**config.mk**
```make
export PLATFORM = sky130hd
export DESIGN_NAME = apb_requester_arb
export DESIGN_NICKNAME = d
export VERILOG_FILES = /design/src/rtl/apb_requester_arb.sv
export SDC_FILE = /design/constraint.sdc
export NUM_CORES = 1
export LEC_CHECK = 0
export ABC_CLOCK_PERIOD_IN_PS = 2900
export CORE_MARGIN = 10
export CORE_UTILIZATION = 38
export DETAILED_ROUTE_END_ITERATION = 6
export PLACE_DENSITY_LB_ADDON = 0.15
export SYNTH_ARGS = -nofsm -noshare
export SYNTH_HDL_FRONTEND = slang
export SYNTH_SLANG_ARGS = --single-unit
```
**constraint.sdc**
```tcl
create_clock -name PCLK -period 2.9 [get_ports PCLK]
set_clock_uncertainty 0.1 [all_clocks]
set_input_delay 0.435 -clock PCLK [delete_from_list [all_inputs] [get_ports PCLK]]
set_output_delay 0.435 -clock PCLK [all_outputs]
set_load 0.005 [all_outputs]
```
**src/rtl/apb_requester_arb.sv**
```systemverilog
// Two-client APB requester: round-robin grant, IDLE/SETUP/ACCESS sequencing,
// PREADY wait states and a wait-state timeout that reports an error.
module apb_requester_arb #(
  parameter int ADDR_WIDTH = 16,
  parameter int DATA_WIDTH = 16,
  parameter int TIMEOUT    = 16,
  parameter int CNT_WIDTH  = 8
) (
  input  logic                  PCLK,
  input  logic                  PRESET,
  input  logic                  req0,
  input  logic                  wr0,
  input  logic [ADDR_WIDTH-1:0] addr0,
  input  logic [DATA_WIDTH-1:0] wdata0,
  output logic                  ack0,
  output logic                  done0,
  output logic                  err0,
  output logic [DATA_WIDTH-1:0] rdata0,
  input  logic                  req1,
  input  logic                  wr1,
  input  logic [ADDR_WIDTH-1:0] addr1,
  input  logic [DATA_WIDTH-1:0] wdata1,
  output logic                  ack1,
  output logic                  done1,
  output logic                  err1,
  output logic [DATA_WIDTH-1:0] rdata1,
  output logic                  busy,
  output logic                  PSEL,
  output logic                  PENABLE,
  output logic                  PWRITE,
  output logic [ADDR_WIDTH-1:0] PADDR,
  output logic [DATA_WIDTH-1:0] PWDATA,
  input  logic [DATA_WIDTH-1:0] PRDATA,
  input  logic                  PREADY
);

  typedef enum logic [1:0] {IDLE, SETUP, ACCESS} state_t;

  localparam logic [CNT_WIDTH-1:0] TO_LAST = CNT_WIDTH'(TIMEOUT - 1);

  state_t                state_q, state_d;
  logic [CNT_WIDTH-1:0]  cnt_q, cnt_d;
  logic                  last_q, last_d;
  logic                  gnt_q, gnt_d;
  logic                  wr_q, wr_d;
  logic [ADDR_WIDTH-1:0] addr_q, addr_d;
  logic [DATA_WIDTH-1:0] wdata_q, wdata_d;
  logic                  psel_q, psel_d;
  logic                  pen_q, pen_d;
  logic                  ack0_q, ack0_d, ack1_q, ack1_d;
  logic                  done0_q, done0_d, done1_q, done1_d;
  logic                  err0_q, err0_d, err1_q, err1_d;
  logic [DATA_WIDTH-1:0] rdata0_q, rdata0_d, rdata1_q, rdata1_d;
  logic                  pick1;
  logic                  fin;
  logic                  to_hit;
  logic [DATA_WIDTH-1:0] rd;

  // Both requesting: the one not granted last time wins.
  assign pick1 = req1 && (!req0 || !last_q);

  always_comb begin
    state_d  = state_q;
    cnt_d    = cnt_q;
    last_d   = last_q;
    gnt_d    = gnt_q;
    wr_d     = wr_q;
    addr_d   = addr_q;
    wdata_d  = wdata_q;
    psel_d   = 1'b0;
    pen_d    = 1'b0;
    ack0_d   = 1'b0;
    ack1_d   = 1'b0;
    done0_d  = 1'b0;
    done1_d  = 1'b0;
    err0_d   = 1'b0;
    err1_d   = 1'b0;
    rdata0_d = '0;
    rdata1_d = '0;
    fin      = 1'b0;
    to_hit   = 1'b0;
    rd       = '0;
    unique case (state_q)
      IDLE: begin
        if (req0 || req1) begin
          gnt_d   = pick1;
          last_d  = pick1;
          wr_d    = pick1 ? wr1 : wr0;
          addr_d  = pick1 ? addr1 : addr0;
          wdata_d = '0;
          if (pick1 ? wr1 : wr0)
            wdata_d = pick1 ? wdata1 : wdata0;
          ack0_d  = !pick1;
          ack1_d  = pick1;
          psel_d  = 1'b1;
          state_d = SETUP;
        end
      end
      SETUP: begin
        cnt_d   = '0;
        psel_d  = 1'b1;
        pen_d   = 1'b1;
        state_d = ACCESS;
      end
      ACCESS: begin
        psel_d = 1'b1;
        pen_d  = 1'b1;
        if (PREADY) begin
          fin = 1'b1;
          rd  = wr_q ? '0 : PRDATA;
        end else if (TIMEOUT != 0 && cnt_q == TO_LAST) begin
          fin    = 1'b1;
          to_hit = 1'b1;
        end else begin
          cnt_d = cnt_q + CNT_WIDTH'(1);
        end
        if (fin) begin
          psel_d   = 1'b0;
          pen_d    = 1'b0;
          state_d  = IDLE;
          done0_d  = !gnt_q;
          done1_d  = gnt_q;
          err0_d   = to_hit && !gnt_q;
          err1_d   = to_hit && gnt_q;
          rdata0_d = gnt_q ? '0 : rd;
          rdata1_d = gnt_q ? rd : '0;
        end
      end
      default: state_d = IDLE;
    endcase
  end

  always_ff @(posedge PCLK or posedge PRESET) begin
    if (PRESET) begin
      state_q  <= IDLE;
      cnt_q    <= '0;
      last_q   <= 1'b1;
      gnt_q    <= 1'b0;
      wr_q     <= 1'b0;
      addr_q   <= '0;
      wdata_q  <= '0;
      psel_q   <= 1'b0;
      pen_q    <= 1'b0;
      ack0_q   <= 1'b0;
      ack1_q   <= 1'b0;
      done0_q  <= 1'b0;
      done1_q  <= 1'b0;
      err0_q   <= 1'b0;
      err1_q   <= 1'b0;
      rdata0_q <= '0;
      rdata1_q <= '0;
    end else begin
      state_q  <= state_d;
      cnt_q    <= cnt_d;
      last_q   <= last_d;
      gnt_q    <= gnt_d;
      wr_q     <= wr_d;
      addr_q   <= addr_d;
      wdata_q  <= wdata_d;
      psel_q   <= psel_d;
      pen_q    <= pen_d;
      ack0_q   <= ack0_d;
      ack1_q   <= ack1_d;
      done0_q  <= done0_d;
      done1_q  <= done1_d;
      err0_q   <= err0_d;
      err1_q   <= err1_d;
      rdata0_q <= rdata0_d;
      rdata1_q <= rdata1_d;
    end
  end

  assign ack0    = ack0_q;
  assign ack1    = ack1_q;
  assign done0   = done0_q;
  assign done1   = done1_q;
  assign err0    = err0_q;
  assign err1    = err1_q;
  assign rdata0  = rdata0_q;
  assign rdata1  = rdata1_q;
  assign busy    = psel_q;
  assign PSEL    = psel_q;
  assign PENABLE = pen_q;
  assign PWRITE  = wr_q;
  assign PADDR   = addr_q;
  assign PWDATA  = wdata_q;

endmodule

```
==> results of run 1 <==
-- placed cells by master, fill, tap and decap left out, types with 5 or more instances in the layout --
cell type	synthesis	final
clkdlybuf4s50_1	0	160
dfrtp_1	84	84
nand2_1	46	46
and2_1	37	37
o21ai_0	35	35
mux2i_1	33	33
clkbuf_8	0	10
nor2_1	9	9
o211ai_1	7	7
ha_1	6	6
buf_4	4	6
a21oi_1	5	5
-- sequential cells by signal (all words and copies together) (netlist names), 2 cells and up --
register	flops
rdata0	16
PADDR	16
cnt_q	8
rdata1	16
state_q	2
PWDATA	16
-- logic make-up (layout without fill, tap and decap cells) --
| family | after synthesis | count (layout) | share of synthesized area, % |
|---|---|---|---|
| buf+inv | 21 | 189 | 2.73 |
| simple gates | 115 | 115 | 16.8 |
| fa+ha+maj | 6 | 6 | 2.07 |
| compound gates | 63 | 63 | 10.5 |
| mux | 33 | 33 | 9.12 |
| flops | 85 | 85 | 58.8 |
-- per-layer routing --
metal | track usage (%) | routed length (microns) | vias up
met2 | 26.4 | 5420 | 92
li1 | - | - | 1434
met3 | 6.38 | 880 | 11
met1 | 15.6 | 3970 | 1413
met4 | 4.02 | 110 | 0
met5 | 0 | 0 | -
-- power by group through the flow --
stage / Clock (W) / Sequential (W) / Combinational (W)
finish: 0.000870 / 0.00167 / 0.00152
global route: 0.000951 / 0.00171 / 0.00169
CTS: 0.000890 / 0.00167 / 0.00155
detailed placement: 0 / 0.00169 / 0.00155
global placement: 0 / 0.00168 / 0.00152
floorplan: 0 / 0.00170 / 0.000630
-- worst max path at each step --
stage / to / cells after the start / startpoint / slack [ns]
after floorplan: PADDR[0] / 1 / PRESET / 0.17
after global routing: rdata0[13] / 6 / state_q[0] / 0.38
after global placement: PWDATA[15] / 6 / req1 / 0.67
final: rdata0[14] / 6 / state_q[0] / 0.60
after detailed placement: PWDATA[15] / 6 / req1 / 0.56
after CTS: rdata0[14] / 6 / state_q[0] / 0.61
-- per-stage QoR --
stage / setup slack (ns) / instance area, sq um
final: 0.598 / 5620
after global placement: 0.666 / 5410
after global routing: 0.379 / 5620
after detailed placement: 0.557 / 5410
after CTS: 0.614 / 5620
after floorplan: 0.173 / 3620
-- critical path: cells and delay by family, from the launching register on --
kind / cells / cell delay (ns)
flip-flops: 1 / 0.44
buffers and inverters: 2 / 0.40
AND/OR/NAND/NOR: 3 / 0.73
adder cells (fa/ha/maj): 1 / 0.56
-- synth_stat cells, drive strengths merged, types with 2 or more instances --
library cell  instances
dfrtp                84
nand2                46
and2                 37
o21ai                37
mux2i                33
nor2                  9
buf                   8
clkbuf                8
o211ai                7
ha                    6
a21oi                 5
inv                   5
a21boi                4
nand2b                4
and3                  3
a211oi                2
a31oi                 2
and4                  2
and4b                 2
nand4                 2
nor2b                 2
-- layout make-up --
class	instances	area, sq um
Clock buffer	10	138
Sequential cell	85	2130
Fill cell	788	3620
Multi-Input combinational cell	217	1420
Clock inverter	6	68.8
Tap cell	129	161
Timing Repair Buffer	168	1690
Inverter	5	20.0
==> summary.txt, run 1 <==
Clock network
  – CTS tree: done
  – Clk_lat worst skew: 0.35 ns
  – Setup bufs post-CTS: 0
  – H-tree levels: 3
  – CTS clk-pin slew, worst paths: 0.09 ns
  – Clk sinks: 85
  – Hold_buf cts: 0
  – CTS resizes: 0
  – Clock root cell: clkbuf_8
  – CTS buffer count: 9
  – Clock Path Buffers: 2

Critical path
  – Critical path arrival: 2.49 ns
  – Largest stage delay, worst path: 0.56 ns
  – Crit Path Max Fanout: 20
  – RR Endpoint: rdata0[14]
  – Setup CP Type: reg -> reg
  – Crit. End Element: register
  – CP Launch Type: register
  – Worst Path Required: 3.09 ns
  – Cell count of the worst reg-to-reg path: 6
  – RR Startpoint: state_q[0]
  – CP cell instances: inv_1, ha_1, nand2b_1, nor2_1, buf_4, and2_1
  – CP max-delay cell: ha_1
  – Setup slack, reg-to-reg: 0.60 ns

Power
  – Share of total power in sequential cells: 41.1%
  – Tot Pwr: 0.00405 W
  – VDD IR-drop max: 0.361 mV
  – Power per Cell Area: 721 mW/mm^2
  – P_sw: 0.00129 W
  – Switching portion of total power: 31.9%
  – Comb power frac: 37.4%
  – Clock power frac: 21.5%
  – Static leakage: 2.49 nW
  – P_int: 0.00276 W

Worst hold path
  – Hold Path Class: in -> async

Global route
  – GRT overflow: 0
  – First-pass GRT wire length: 16800 microns
  – GRT Util Overall: 14.8%
  – Antenna violations before repair: 0
  – Vias in the first global route: 3176
  – Largest net degree at the start of global routing: 44

Logic synthesis
  – Synth Flop Type: dfrtp_1
  – Register area share after synthesis: 58.8%
  – Synth warn: 0
  – Mapped Area: 0.00362 sq mm
  – Syn nets: 416
  – Synth async-reset ratio: 100%
  – Number of synthesized flops with an enable pin: 0
  – Yosys reg bits: 85
  – Top cell type's share of synthesized area: 58.1%
  – Mapped Cells: 323
  – Synthesized area per cell: 11.2 sq um
  – Synth area leaders: dfrtp_1 (58%), mux2i_1 (9.1%), and2_1 (6.4%)
  – Netlist cell types: 39
  – Biggest area consumer among synthesized cells: dfrtp_1

STA
  – Period utilization: 79.4%
  – Max Slew Vio Count: 0
  – RSZ-0062 raised after global routing: false
  – Worst-Margin Slew: 0.607 ns
  – Final Hold Viols: 0
  – Min Hold Slack: 0.328 ns
  – Final min period: 2.30 ns
  – Setup_tns: 0 ns
  – Fmax: 0.434 GHz
  – Max-slew headroom: 59.5%
  – Final setup violation count: 0

Drt
  – Vias per std cell: 4.76
  – 1st-pass router iterations: 4
  – DR DRC count: 0
  – Via Count: 2950
  – Final ANT Viol Nets: 0
  – Routed WL per cell: 16.7 microns
  – Iteration-0 DRC Markers: 53
  – WL final: 10400 microns

Finish
  – Final net count: 579
  – Finished Core Util: 60.8%
  – Share of layout cells above drive strength 1: 6.52%
  – Area growth, synth to finish: 55.2%
  – Diodes inserted: 0
  – Post-route insts no fill: 620

Outcome
  – Run status: finished clean

Run
  – Max-capacitance violation count: 0

Floorplan
  – Standard-cell rows: 35
  – Die footprint: 0.0138 sq mm
  – Initial Util: 39.2%
  – IO Pins: 161
  – Die W: 118 microns
  – Total core area: 0.00924 sq mm
  – Die H: 118 microns

Place
  – Routability cong.: 0.837
  – Placed cells: 604
  – DP HPWL: 8210 microns
  – IO Port Bufs: 160
Note: power is estimated with default switching activity, not from simulation.
==> run 2, diff against run 1 <==
- ABC_CLOCK_PERIOD_IN_PS: 2900 -> 1850
- clock period: 2.9 -> 1.85 ns (I/O delays scaled with it)
==> run 2 against run 1 <==
Against the previous run:
- worst setup slack worse by 0.49 ns
- largest power group unchanged
- routed wire length down 0.16%
- combinational power up 68%
==> summary.txt, run 2 (synthesis results as in run 1) <==
Drt
  – 1st-pass router iterations: 4 (unchanged)
  – Via Count: 2950 (unchanged)
  – Routed WL per cell: 16.4 microns (-1.9%)
  – Final ANT Viol Nets: 0 (unchanged)
  – DR DRC count: 0 (unchanged)
  – Vias per std cell: 4.68 (-1.7%)
  – Iteration-0 DRC Markers: 144 (+170%)
  – WL final: 10400 microns (-0.16%)

Place
  – Worst slack, placed: 0.00667 ns (-0.550 ns)
  – DP HPWL: 8190 microns (-0.32%)
  – Routability cong.: 0.833 (-0.42%)
  – IO Port Bufs: 160 (unchanged)

Outcome
  – Run status: finished clean

Critical path
  – CP Launch Type: register
  – Critical path arrival: 1.84 ns (-0.65 ns)
  – Largest stage delay, worst path: 0.66 ns (+0.10 ns)
  – CP cell instances: or4_1, o211ai_1, o211ai_1
  – CP dominant cell by count: o211ai_1
  – Crit Path Max Fanout: 7 (-65%)
  – CP max-delay cell: or4_1
  – Worst Path Required: 1.95 ns (-1.14 ns)
  – Crit. End Element: register
  – Setup CP Type: reg -> reg

Clock network
  – H-tree levels: 3 (unchanged)
  – CTS buffer count: 9 (unchanged)
  – Clk sinks: 85 (unchanged)
  – Clock Path Buffers: 2 (unchanged)
  – Hold_buf cts: 0 (unchanged)
  – CTS clk-pin slew, worst paths: 0.09 ns (about the same)
  – Setup bufs post-CTS: 0 (unchanged)
  – CTS resizes: 0 (unchanged)
  – Clock root cell: clkbuf_8
  – CTS tree: done
  – Clk_lat worst skew: 0.34 ns (about the same)

Worst hold path
  – Hold Path Class: in -> async

Finish
  – Share of layout cells above drive strength 1: 8.37% (+1.8 points)
  – Most common cell after layout, fill and taps aside: clkdlybuf4s50_1
  – Area growth, synth to finish: 58.8%
  – Most frequent cells in the layout: clkdlybuf4s50_1 (160), dfrtp_1 (84), nand2_1 (46)
  – Diodes inserted: 0 (unchanged)
  – Final net count: 590 (+1.9%)

Floorplan
  – IO Pins: 161 (unchanged)
  – Die H: 118 microns (unchanged)
  – Die W: 118 microns (unchanged)
  – Die footprint: 0.0138 sq mm (unchanged)
  – Standard-cell rows: 35 (unchanged)
  – Total core area: 0.00924 sq mm (unchanged)
  – Initial Util: 39.2% (unchanged)

Global route
  – GRT overflow: 0 (unchanged)
  – Antenna violations before repair: 0 (unchanged)
  – Vias in the first global route: 3137 (-1.2%)
  – First-pass GRT wire length: 16500 microns (-1.9%)
  – GRT Util Overall: 14.6% (-0.24 points)
  – Largest net degree at the start of global routing: 52 (+18%)

Power
  – VDD IR-drop max: 0.743 mV (+110%)
  – Comb power frac: 38.6% (+1.2 points)
  – Static leakage: 2.56 nW (+2.7%)
  – Tot Pwr: 0.00660 W (+63%)
  – P_sw: 0.00203 W (+57%)
  – Power per Cell Area: 1150 mW/mm^2 (+59%)
  – Share of total power in sequential cells: 40.0% (-1.1 points)
  – P_int: 0.00457 W (+65%)
  – Clock power frac: 21.4% (about the same)
  – Switching portion of total power: 30.8% (-1.1 points)

STA
  – Period utilization: 93.9% (+15 points)
  – RSZ-0062 raised after global routing: false
  – Final min period: 1.74 ns (-0.565 ns)
  – Final setup violation count: 0 (unchanged)
  – Setup_tns: 0 ns (unchanged)
  – Max-slew headroom: 71.0% (+11 points)
  – Fmax: 0.575 GHz (+32%)
  – Min Hold Slack: 0.233 ns (-0.0951 ns)
  – Worst-Margin Slew: 0.436 ns (-0.171 ns)
  – Max Slew Vio Count: 0 (unchanged)
  – Post-route setup slack: 0.112 ns (-0.485 ns)
  – Final Hold Viols: 0 (unchanged)

Run
  – Max-capacitance violation count: 0 (unchanged)
[run 2: changes by cell type in the layout (fill, tap and decap cells not counted), sizes merged]
cell,previous run,this run
buf,8,19
bufinv,1,2
clkinvlp,1,2
inv,7,5
[run 2: layout make-up]
| cell class | instances | area [sq um] |
|---|---|---|
| fill | 766 | 3490 |
| sequential | 85 | 2130 |
| timing repair buffer | 179 | 1810 |
| multi-input combinational | 217 | 1420 |
| tap | 129 | 161 |
| clock buffer | 10 | 128 |
| clock inverter | 6 | 86.3 |
| inverter | 5 | 22.5 |
[run 2: stage by stage]
| stage | std cells | cell area [sq um] | util, % |
|---|---|---|---|
| after floorplan | 323 | 3620 | - |
| after global routing | 631 | 5750 | 62.2 |
| final | 631 | 5750 | 62.2 |
| after CTS | 631 | 5750 | 62.2 |
| after global placement | 615 | 5540 | 59.9 |
| after detailed placement | 615 | 5540 | 59.9 |
[run 2: routing by layer]
layer	vias to the layer above	wire length, microns	track usage (%)
li1	1448	-	-
met2	99	5380	25.9
met4	0	99	3.71
met5	-	0	0
met1	1395	4000	15.3
met3	8	884	6.62
[run 2: critical path: cells and delay by family, from the launching register on]
kind               cells  cell delay [ns]
and+or+nand+nor        1             0.66
DFF                    1             0.45
AOI/OAI and AO/OA      2             0.39
[run 2: power by group through the flow]
stage	Sequential (W)	Combinational, W	Clock, W
2_1_floorplan	0.00266	0.000988	0
3_3_place_gp	0.00265	0.00257	0
3_5_place_dp	0.00266	0.00261	0
4_1_cts	0.00264	0.00262	0.00146
5_1_grt	0.00270	0.00281	0.00152
6_report	0.00264	0.00255	0.00141
[run 2: path summary, 6_finish.rpt]
path                            startpoint          to  slack (ns)  cells past startpoint
worst max-delay path              cnt_q[5]  state_q[1]        0.11                      3
worst min-delay path                PRESET   PWDATA[2]        0.23                      3
worst max register to register    cnt_q[5]  state_q[1]        0.11                      3
worst min register to register    PADDR[5]    PADDR[5]        0.38                      2
max in group asynchronous           PRESET  rdata0[14]        1.00                      3
min in group PCLK                 PADDR[5]    PADDR[5]        0.38                      2
==> run 3, diff against run 2 <==
- PLACE_DENSITY: unset -> 0.77
- PLACE_DENSITY_LB_ADDON: 0.15 -> unset
==> run 3 against run 2 <==
Against the previous run:
- sequential share of layout area is 0.15 points higher
- global-route usage is 0.63 points higher
- combinational power hardly changed
- worst setup slack worse by 0.018 ns
- clock power is 5% lower
- core utilization is 0.24 points lower
- power is 1.4% lower
- via count is 1.6% higher
- critical path depth stayed put
- non-clock buffer count is 1 higher
- fmax is 1.0% lower
- sequential power hardly changed
- critical path type unchanged
- largest power group unchanged
==> summary.txt, run 3 (synthesis results as in run 1) <==
Power
  – Static leakage: 2.55 nW (-0.45%)
  – Tot Pwr: 0.00651 W (-1.4%)
  – VDD IR-drop max: 0.544 mV (-27%)
  – Power per Cell Area: 1140 mW/mm^2 (-0.98%)

Critical path
  – CP cell instances: or4_1, o21ai_1, a21boi_0
  – CP Launch Type: register
  – Setup CP Type: reg -> reg
  – Largest stage delay, worst path: 0.66 ns (about the same)
  – Crit. End Element: register
  – Critical path arrival: 1.88 ns (+0.04 ns)
  – Crit Path Max Fanout: 7 (unchanged)
  – RR Endpoint: PENABLE
  – CP max-delay cell: or4_1
  – Cell count of the worst reg-to-reg path: 3 (unchanged)
  – RR Startpoint: cnt_q[5]
  – Worst Setup EP: PENABLE
  – Setup slack, reg-to-reg: 0.09 ns (-0.02 ns)
  – Critical Path Source: cnt_q[5]
  – Worst Path Required: 1.97 ns (+0.02 ns)

Finish
  – Area growth, synth to finish: 58.2%
  – Most common cell after layout, fill and taps aside: clkdlybuf4s50_1
  – Diodes inserted: 0 (unchanged)
  – Share of layout cells above drive strength 1: 8.75% (+0.38 points)
  – Final net count: 591 (+0.17%)
  – Fillers: 766 (unchanged)
  – Most frequent cells in the layout: clkdlybuf4s50_1 (160), dfrtp_1 (84), nand2_1 (46)

Drt
  – Vias per std cell: 4.74 (+1.5%)
  – DR DRC count: 0 (unchanged)
  – WL final: 10600 microns (+2.6%)
  – Iteration-0 DRC Markers: 84 (-42%)
  – Final ANT Viol Nets: 0 (unchanged)
  – 1st-pass router iterations: 4 (unchanged)
  – Routed WL per cell: 16.8 microns (+2.4%)
  – Via Count: 2998 (+1.6%)

Clock network
  – Clk_lat worst skew: 0.35 ns (about the same)
  – CTS buffer count: 9 (unchanged)
  – Clock Path Buffers: 2 (unchanged)
  – Clock root cell: clkbuf_8
  – H-tree levels: 3 (unchanged)
  – CTS clk-pin slew, worst paths: 0.09 ns (about the same)
  – Setup bufs post-CTS: 0 (unchanged)
  – Hold_buf cts: 0 (unchanged)
  – Clk sinks: 85 (unchanged)
  – CTS tree: done
  – CTS resizes: 0 (unchanged)

Floorplan
  – Initial Util: 39.2% (unchanged)
  – Die H: 118 microns (unchanged)
  – Total core area: 0.00924 sq mm (unchanged)
  – Die footprint: 0.0138 sq mm (unchanged)
  – Die W: 118 microns (unchanged)
  – Standard-cell rows: 35 (unchanged)
  – IO Pins: 161 (unchanged)

Global route
  – GRT overflow: 0 (unchanged)
  – First-pass GRT wire length: 17100 microns (+3.7%)
  – Antenna violations before repair: 0 (unchanged)
  – Largest net degree at the start of global routing: 86 (+65%)
  – Vias in the first global route: 3241 (+3.3%)
  – GRT Util Overall: 15.2% (+0.63 points)

STA
  – Setup_tns: 0 ns (unchanged)
  – Max Slew Vio Count: 0 (unchanged)
  – Period utilization: 94.9% (+0.98 points)
  – Fmax: 0.570 GHz (-1.0%)
  – RSZ-0062 raised after global routing: false
  – Final Hold Viols: 0 (unchanged)
  – Max-slew headroom: 70.7% (-0.31 points)
  – Final min period: 1.76 ns (+0.0181 ns)
  – Final setup violation count: 0 (unchanged)
  – Worst-Margin Slew: 0.440 ns (+0.00466 ns)

Place
  – IO Port Bufs: 160 (unchanged)
  – Routability cong.: 0.847 (+1.7%)
  – DP HPWL: 8320 microns (+1.6%)

Outcome
  – Run status: finished clean

Run
  – Max-capacitance violation count: 0 (unchanged)

Worst hold path
  – Hold Path Class: in -> async
[run 3: changes by cell type in the layout (fill, tap and decap cells not counted)]
cell	change
clkbuf_1	-1
buf_4	+2
clkinvlp_4	+1
buf_12	-1
bufinv_16	-1
inv_6	+1
[run 3: area by class of cell]
type,count,area [sq um],area share (%)
inverters,5,22.5,0.393
clock inverters,7,72.6,1.27
multi-input cells,217,1420,24.7
clock buffers,9,124,2.16
repair buffers,180,1800,31.5
well taps,129,161,2.82
flip-flops and latches,85,2130,37.2
[run 3: through the flow]
step | setup slack [ns] | hold WS, ns | util, % | cell area (sq um) | instances
finish | 0.0941 | 0.283 | 62.0 | 5730 | 632
floorplan | 0.173 | 0.286 | - | 3620 | 323
global placement | 0.0220 | 0.361 | 59.9 | 5530 | 616
global route | 0.00383 | 0.326 | 62.0 | 5730 | 632
CTS | 0.0974 | 0.306 | 62.0 | 5730 | 632
detailed placement | 0.0294 | 0.369 | 59.9 | 5530 | 616
[run 3: worst max-delay path, delay by kind of cell (launching register included)]
kind | cells | cell delay (ns)
compound gates | 2 | 0.41
flops | 1 | 0.45
simple gates | 1 | 0.66
[run 3: worst min path at each step]
stage          slack, ns  depth (start not counted)       start          to
6_report            0.28                          3      PRESET    PADDR[1]
5_1_grt             0.33                          3      PRESET    PADDR[1]
4_1_cts             0.31                          3      PRESET    PADDR[1]
3_5_place_dp        0.37                          2  PWDATA[10]  PWDATA[10]
3_3_place_gp        0.36                          2   PADDR[15]   PADDR[15]
2_1_floorplan       0.29                          2        req1      last_q
[run 3: where the power goes]
group	leakage [nW]	switching (W)	internal, W	total (W)
Clock	0.0960	0.000712	0.000629	0.00134
Combinational	1.32	0.00109	0.00144	0.00253
Sequential	1.13	0.000289	0.00234	0.00263
[run 3: per-layer routing]
metal / global-route usage (%) / wire (microns)
met1: 16.3 / 4000
met2: 27.0 / 5590
met3: 5.95 / 873
met4: 4.56 / 175
met5: 0 / 0
